--- src/rtl/muldiv_ctrl.sv ---
// muldiv_ctrl: iterative HI/LO multiply/divide sequencer; define MULDIV_EARLY_OUT_EN for multiply early-out
module muldiv_ctrl #(
  parameter int WIDTH = 32
) (
  input  logic             clk,
  input  logic             reset,
  input  logic             StartE,
  input  logic [1:0]       OpE,
  input  logic [WIDTH-1:0] SrcAE,
  input  logic [WIDTH-1:0] SrcBE,
  input  logic             Abort,
  input  logic             HiLoReadD,
  input  logic             MtHiW,
  input  logic             MtLoW,
  input  logic [WIDTH-1:0] WriteDataW,
  output logic [WIDTH-1:0] Hi,
  output logic [WIDTH-1:0] Lo,
  output logic             Busy,
  output logic             Done,
  output logic             DivZero,
  output logic             StallMD
);
  localparam int CW = $clog2(WIDTH) + 1;
  typedef enum logic [1:0] {IDLE, MUL, DIV, FIX} state_t;
  state_t state, next_state;
  logic [CW-1:0] cnt;
  logic [2*WIDTH-1:0] acc, mcand, res_mul;
  logic [WIDTH-1:0] opb, abs_a, abs_b, fix_hi, fix_lo;
  logic [WIDTH:0] shifted, diff;
  logic sgn_a, sgn_b, neg_res, neg_rem, is_div, last, early, fits, accept;
  always_comb begin
    sgn_a = ~OpE[0] & SrcAE[WIDTH-1];
    sgn_b = ~OpE[0] & SrcBE[WIDTH-1];
    abs_a = sgn_a ? -SrcAE : SrcAE;
    abs_b = sgn_b ? -SrcBE : SrcBE;
    accept = state == IDLE && StartE && !Abort;
    last = cnt == CW'(WIDTH - 1);
`ifdef MULDIV_EARLY_OUT_EN
    early = state == MUL && cnt != '0 && opb == '0;
`else
    early = 1'b0;
`endif
    shifted = acc[2*WIDTH-1:WIDTH-1];
    diff = shifted - {1'b0, opb};
    fits = shifted >= {1'b0, opb};
    res_mul = neg_res ? -acc : acc;
    fix_lo = is_div ? (DivZero ? '1 : neg_res ? -acc[WIDTH-1:0] : acc[WIDTH-1:0]) : res_mul[WIDTH-1:0];
    fix_hi = is_div ? (neg_rem ? -acc[2*WIDTH-1:WIDTH] : acc[2*WIDTH-1:WIDTH]) : res_mul[2*WIDTH-1:WIDTH];
    next_state = state != IDLE && Abort ? IDLE :
                 state == IDLE ? (accept ? (OpE[1] ? DIV : MUL) : IDLE) :
                 state == FIX ? IDLE :
                 early || last ? FIX : state;
    Busy = state != IDLE;
    StallMD = HiLoReadD & (Busy | (StartE & ~Abort));
  end
  always_ff @(posedge clk) state <= reset ? IDLE : next_state;
  always_ff @(posedge clk) begin
    if (reset) begin
      cnt <= '0;
      acc <= '0;
      mcand <= '0;
      opb <= '0;
      neg_res <= 1'b0;
      neg_rem <= 1'b0;
      is_div <= 1'b0;
      Hi <= '0;
      Lo <= '0;
      Done <= 1'b0;
      DivZero <= 1'b0;
    end else begin
      Done <= state == FIX && !Abort;
      if (accept) begin
        acc <= OpE[1] ? {{WIDTH{1'b0}}, abs_a} : '0;
        mcand <= {{WIDTH{1'b0}}, abs_a};
        opb <= abs_b;
        cnt <= '0;
        neg_res <= sgn_a ^ sgn_b;
        neg_rem <= sgn_a;
        is_div <= OpE[1];
        DivZero <= OpE[1] && SrcBE == '0;
      end
      if (state == MUL && !early) begin
        acc <= acc + (opb[0] ? mcand : '0);
        mcand <= mcand << 1;
        opb <= opb >> 1;
        cnt <= cnt + CW'(1);
      end
      if (state == DIV) begin
        acc <= {fits ? diff[WIDTH-1:0] : shifted[WIDTH-1:0], acc[WIDTH-2:0], fits};
        cnt <= cnt + CW'(1);
      end
      if (state == FIX && !Abort) begin
        Hi <= fix_hi;
        Lo <= fix_lo;
      end else begin
        if (MtHiW) Hi <= WriteDataW;
        if (MtLoW) Lo <= WriteDataW;
      end
    end
  end
endmodule

--- config.mk ---
export PLATFORM = sky130hd
export DESIGN_NAME = muldiv_ctrl
export DESIGN_NICKNAME = d
export VERILOG_FILES = /design/src/rtl/muldiv_ctrl.sv
export SDC_FILE = /design/constraint.sdc
export NUM_CORES = 1
export LEC_CHECK = 0
export ABC_AREA = 1
export BUFFER_PORTS_ARGS = -buffer_cell sky130_fd_sc_hd__buf_2
export CAP_MARGIN = 20
export CORE_MARGIN = 5
export CORE_UTILIZATION = 55
export CTS_CLUSTER_SIZE = 30
export DETAILED_ROUTE_END_ITERATION = 10
export PLACE_DENSITY = 0.83
export SLEW_MARGIN = 20
export SYNTH_ARGS = -nofsm -noshare
export SYNTH_HDL_FRONTEND = slang
export SYNTH_SLANG_ARGS = --single-unit
--- constraint.sdc ---
create_clock -name clk -period 3.6 [get_ports clk]
set_clock_uncertainty 0.15 [all_clocks]
set_input_delay 0.72 -clock clk [delete_from_list [all_inputs] [get_ports clk]]
set_output_delay 0.72 -clock clk [all_outputs]
set_load 0.03 [all_outputs]
==> key figures <==
Global routing
  – GRT Util Overall: 39.5%
  – Met2 Resource Use GR: 58.7%
  – GR Util met1: 53.9%
  – GR peak layer: met2
  – Initial antenna violation count: 2
  – First-pass GRT wire length: 148000 um
  – Vias in the first global route: 25.6k
  – GRT met3 Usage: 7.39%
  – Grt total ovfl: 0
  – Pin count of the biggest net entering global routing: 137

Synth
  – Number of synthesized register bits: 237
  – Largest family of logic cells by synthesized area: simple AND/OR/NAND/NOR gates
  – Adder-Cell Fraction of Synth Area: 5.44%
  – Synth Flop Type: dfxtp_1
  – Asr flop ratio synth: 0%
  – Post-synth top area share: 25.3%
  – Post-synth EDFFs: 0
  – Yosys top cell by area: nand2_1
  – Mux cell area share after synthesis: 0%
  – Most common cell in the netlist: nand2_1
  – Synth area leaders: nand2_1, dfxtp_1, inv_1
  – Synth Area in Compound Gates: 14.4%
  – Yosys cell types: 57
  – Synth Area in Simple Gates: 43.7%
  – Sequential area share after synthesis: 20.0%
  – Synth Area per Inst: 5.37 um^2
  – Post-synth top cells: nand2_1, inv_1, nor2_1, nand3_1, dfxtp_1
  – Syn nets: 4627
  – Yosys warning total: 0
  – Post-Syn Area: 0.0238 mm^2
  – Cell count after synthesis: 4420
  – Post-synthesis xor/xnor area fraction: 1.99%

Die
  – Row cnt: 76
  – Initial Util: 55.4%
  – Die footprint: 0.0474 mm^2
  – IO Count: 173
  – Die height: 218 um
  – Core ar.: 0.0429 mm^2
  – Die width: 218 um

Power and ir drop
  – Pwr/cell area: 652 mW/mm^2
  – Leak pwr: 14.5 nW
  – Peak VDD IR: 761 uV

Clocking
  – Num CTS Buffers: 29
  – Hold Buf Count CTS: 0
  – CTS tree: built
  – Clk_lat worst skew: 0.59 ns
  – CTS Sinks: 237
  – Clock slew at reported path FFs: 0.06 ns
  – CTS Root Cell: clkbuf_16
  – Clk buf depth: 3
  – # resized after CTS: 0
  – Htree depth: 1
  – Post-CTS Setup Repair Bufs: 0

Critical path
  – Flop-to-flop setup slack: 0.35 ns
  – Setup crit end kind: register
  – FF-to-FF End: acc[63]
  – Worst path cell trace: buf_12 > nand2_1 > inv_1 > ha_1 > nand2_1 > nor2_1 > nand3_1 > nand2_1 > nand2_1 > nand2_1 > nand2_1 > nand2_1 > nand2_1 > nand2_1 > nand2_1 > nand3_1 > nand3_1 > nand2_1 > inv_1
  – RR Startpoint: opb[0]
  – CP most frequent cell: nand2_1
  – Critical path's slowest cell: ha_1
  – Critical path fanouts, max: 51
  – Crit start category: register
  – CP Data Arrival Time: 3.58 ns
  – CP peak stage delay: 0.36 ns
  – Reg2Reg Depth: 19
  – Kind of critical path: reg2reg
  – CP required: 3.93 ns

Cells and area
  – Final net count: 4773
  – Area grow syn2layout: 11.4%
  – Number of fill cells: 4439
  – Fin area: 0.0265 mm^2
  – Share of post-route cells with drive strength above 1: 8.04%
  – Final non-filler cell total: 5175

Drt
  – Drt wl/cell: 19.0 um
  – Post-route DRC: 0
  – DRT iter0 DRCs: 4126
  – Final antenna-violating net count: 0
  – Via/cell ratio: 5.66
  – Vias: 29.3k
  – Initial DRT Pass Iterations: 6
  – WL final: 98200 um

Timing
  – Minimum clock period: 3.25 ns
  – Fmax: 308 MHz
  – Final period utilization: 90.2%
  – Final TNS setup: 0 ns
  – Final Hold Vio Count: 0
  – Tightest Pin Transition: 0.995 ns
  – Rel. slew slack: 33.3%
  – # setup viols final: 0
  – Final slew viol count: 0
  – RSZ-0062 raised after global routing: no

Place
  – Post-DP Area: 0.0254 mm^2
  – Post-Place Cells: 5120
  – PortBufs: 172
  – Final GP Congestion: 1.13
  – Post-DP HPWL: 79300 um

Status
  – Status: finished, final reports clean

Worst hold path
  – WHS Path Cells: 3
  – Hold Crit Class: in2reg
  – Endpoint, Worst Hold: opb[31]
  – HP Start: SrcBE[31]

Flow run
  – Max cap viols: 0
flip-flops by register name, summed over array words and instances, names as in the netlist:
name	cells
Hi	32
acc	64
cnt	6
neg_rem	1
mcand	64
opb	32
state	2
Done	1
Lo	32
DivZero	1
is_div	1
neg_res	1
per-stage QoR:
stage	util [%]	power [mW]	setup slack [ns]	hold WS (ns)
5_1_grt	61.7	18.2	0.112	0.328
3_5_place_dp	59.3	13.6	0.228	0.315
6_report	61.7	17.3	0.352	0.306
3_3_place_gp	59.3	13.6	0.205	0.305
4_1_cts	61.7	16.8	0.203	0.291
2_1_floorplan	-	10.6	0.969	0.291
how the worst max path moves through the flow:
stage / from / end / slack [ns] / cells after the start
global route: opb[0] / acc[39] / 0.11 / 16
floorplan: opb[0] / acc[28] / 0.97 / 19
CTS: opb[0] / acc[39] / 0.20 / 16
detailed placement: opb[0] / acc[39] / 0.23 / 16
global placement: opb[0] / acc[39] / 0.20 / 16
finish: opb[0] / acc[63] / 0.35 / 19
cells by family (layout without fill, tap and decap cells):
| family | count (synthesis) | count (layout) |
|---|---|---|
| buffers and inverters | 901 | 1069 |
| AOI/OAI and AO/OA | 626 | 626 |
| adders and majority gates | 102 | 102 |
| DFF | 237 | 237 |
| xor gates and xnor gates | 54 | 54 |
| and+or+nand+nor | 2500 | 2500 |
| other | 0 | 2 |
layout make-up:
class / instances / area, um^2 / share of cell area, %
multi-input combinational: 3282 / 15600 / 58.9
sequential: 237 / 4750 / 17.9
inverter: 767 / 2880 / 10.9
timing repair buffer: 249 / 1490 / 5.64
clock buffer: 37 / 786 / 2.97
tap: 585 / 732 / 2.77
clock inverter: 16 / 225 / 0.851
antenna: 2 / 5.00 / 0.0189
layer usage:
metal	wire [um]	vias to the layer above	share of wire, %
met5	0	-	0
met3	12000	384	12
li1	-	14181	-
met1	39300	12905	40
met2	39600	1798	40
met4	7260	0	7.4
worst max-delay path, delay by kind of cell (launching register included):
| kind | cells | cell delay (ns) |
|---|---|---|
| simple gates | 15 | 2.01 |
| fa+ha+maj | 1 | 0.36 |
| flops | 1 | 0.33 |
| buf+inv | 3 | 0.26 |
cells in the final DEF, fill, tap and decap left out, types with 30 or more instances in the layout:
master / instances
a21oi_1: 233
a31oi_1: 79
buf_2: 171
buf_4: 74
dfxtp_1: 235
ha_1: 100
inv_1: 755
nand2_1: 1600
nand3_1: 334
nand3b_1: 30
nand4_1: 46
nor2_1: 363
nor3_1: 47
o21ai_0: 205
o21ai_1: 33
xor2_1: 43
power breakdown:
part	internal, mW	switching, mW	total, mW
sequential	2.94	0.504	3.45
combinational	3.11	7.54	10.6
clock	1.90	1.25	3.16
Note: power is estimated with default switching activity, not from simulation.
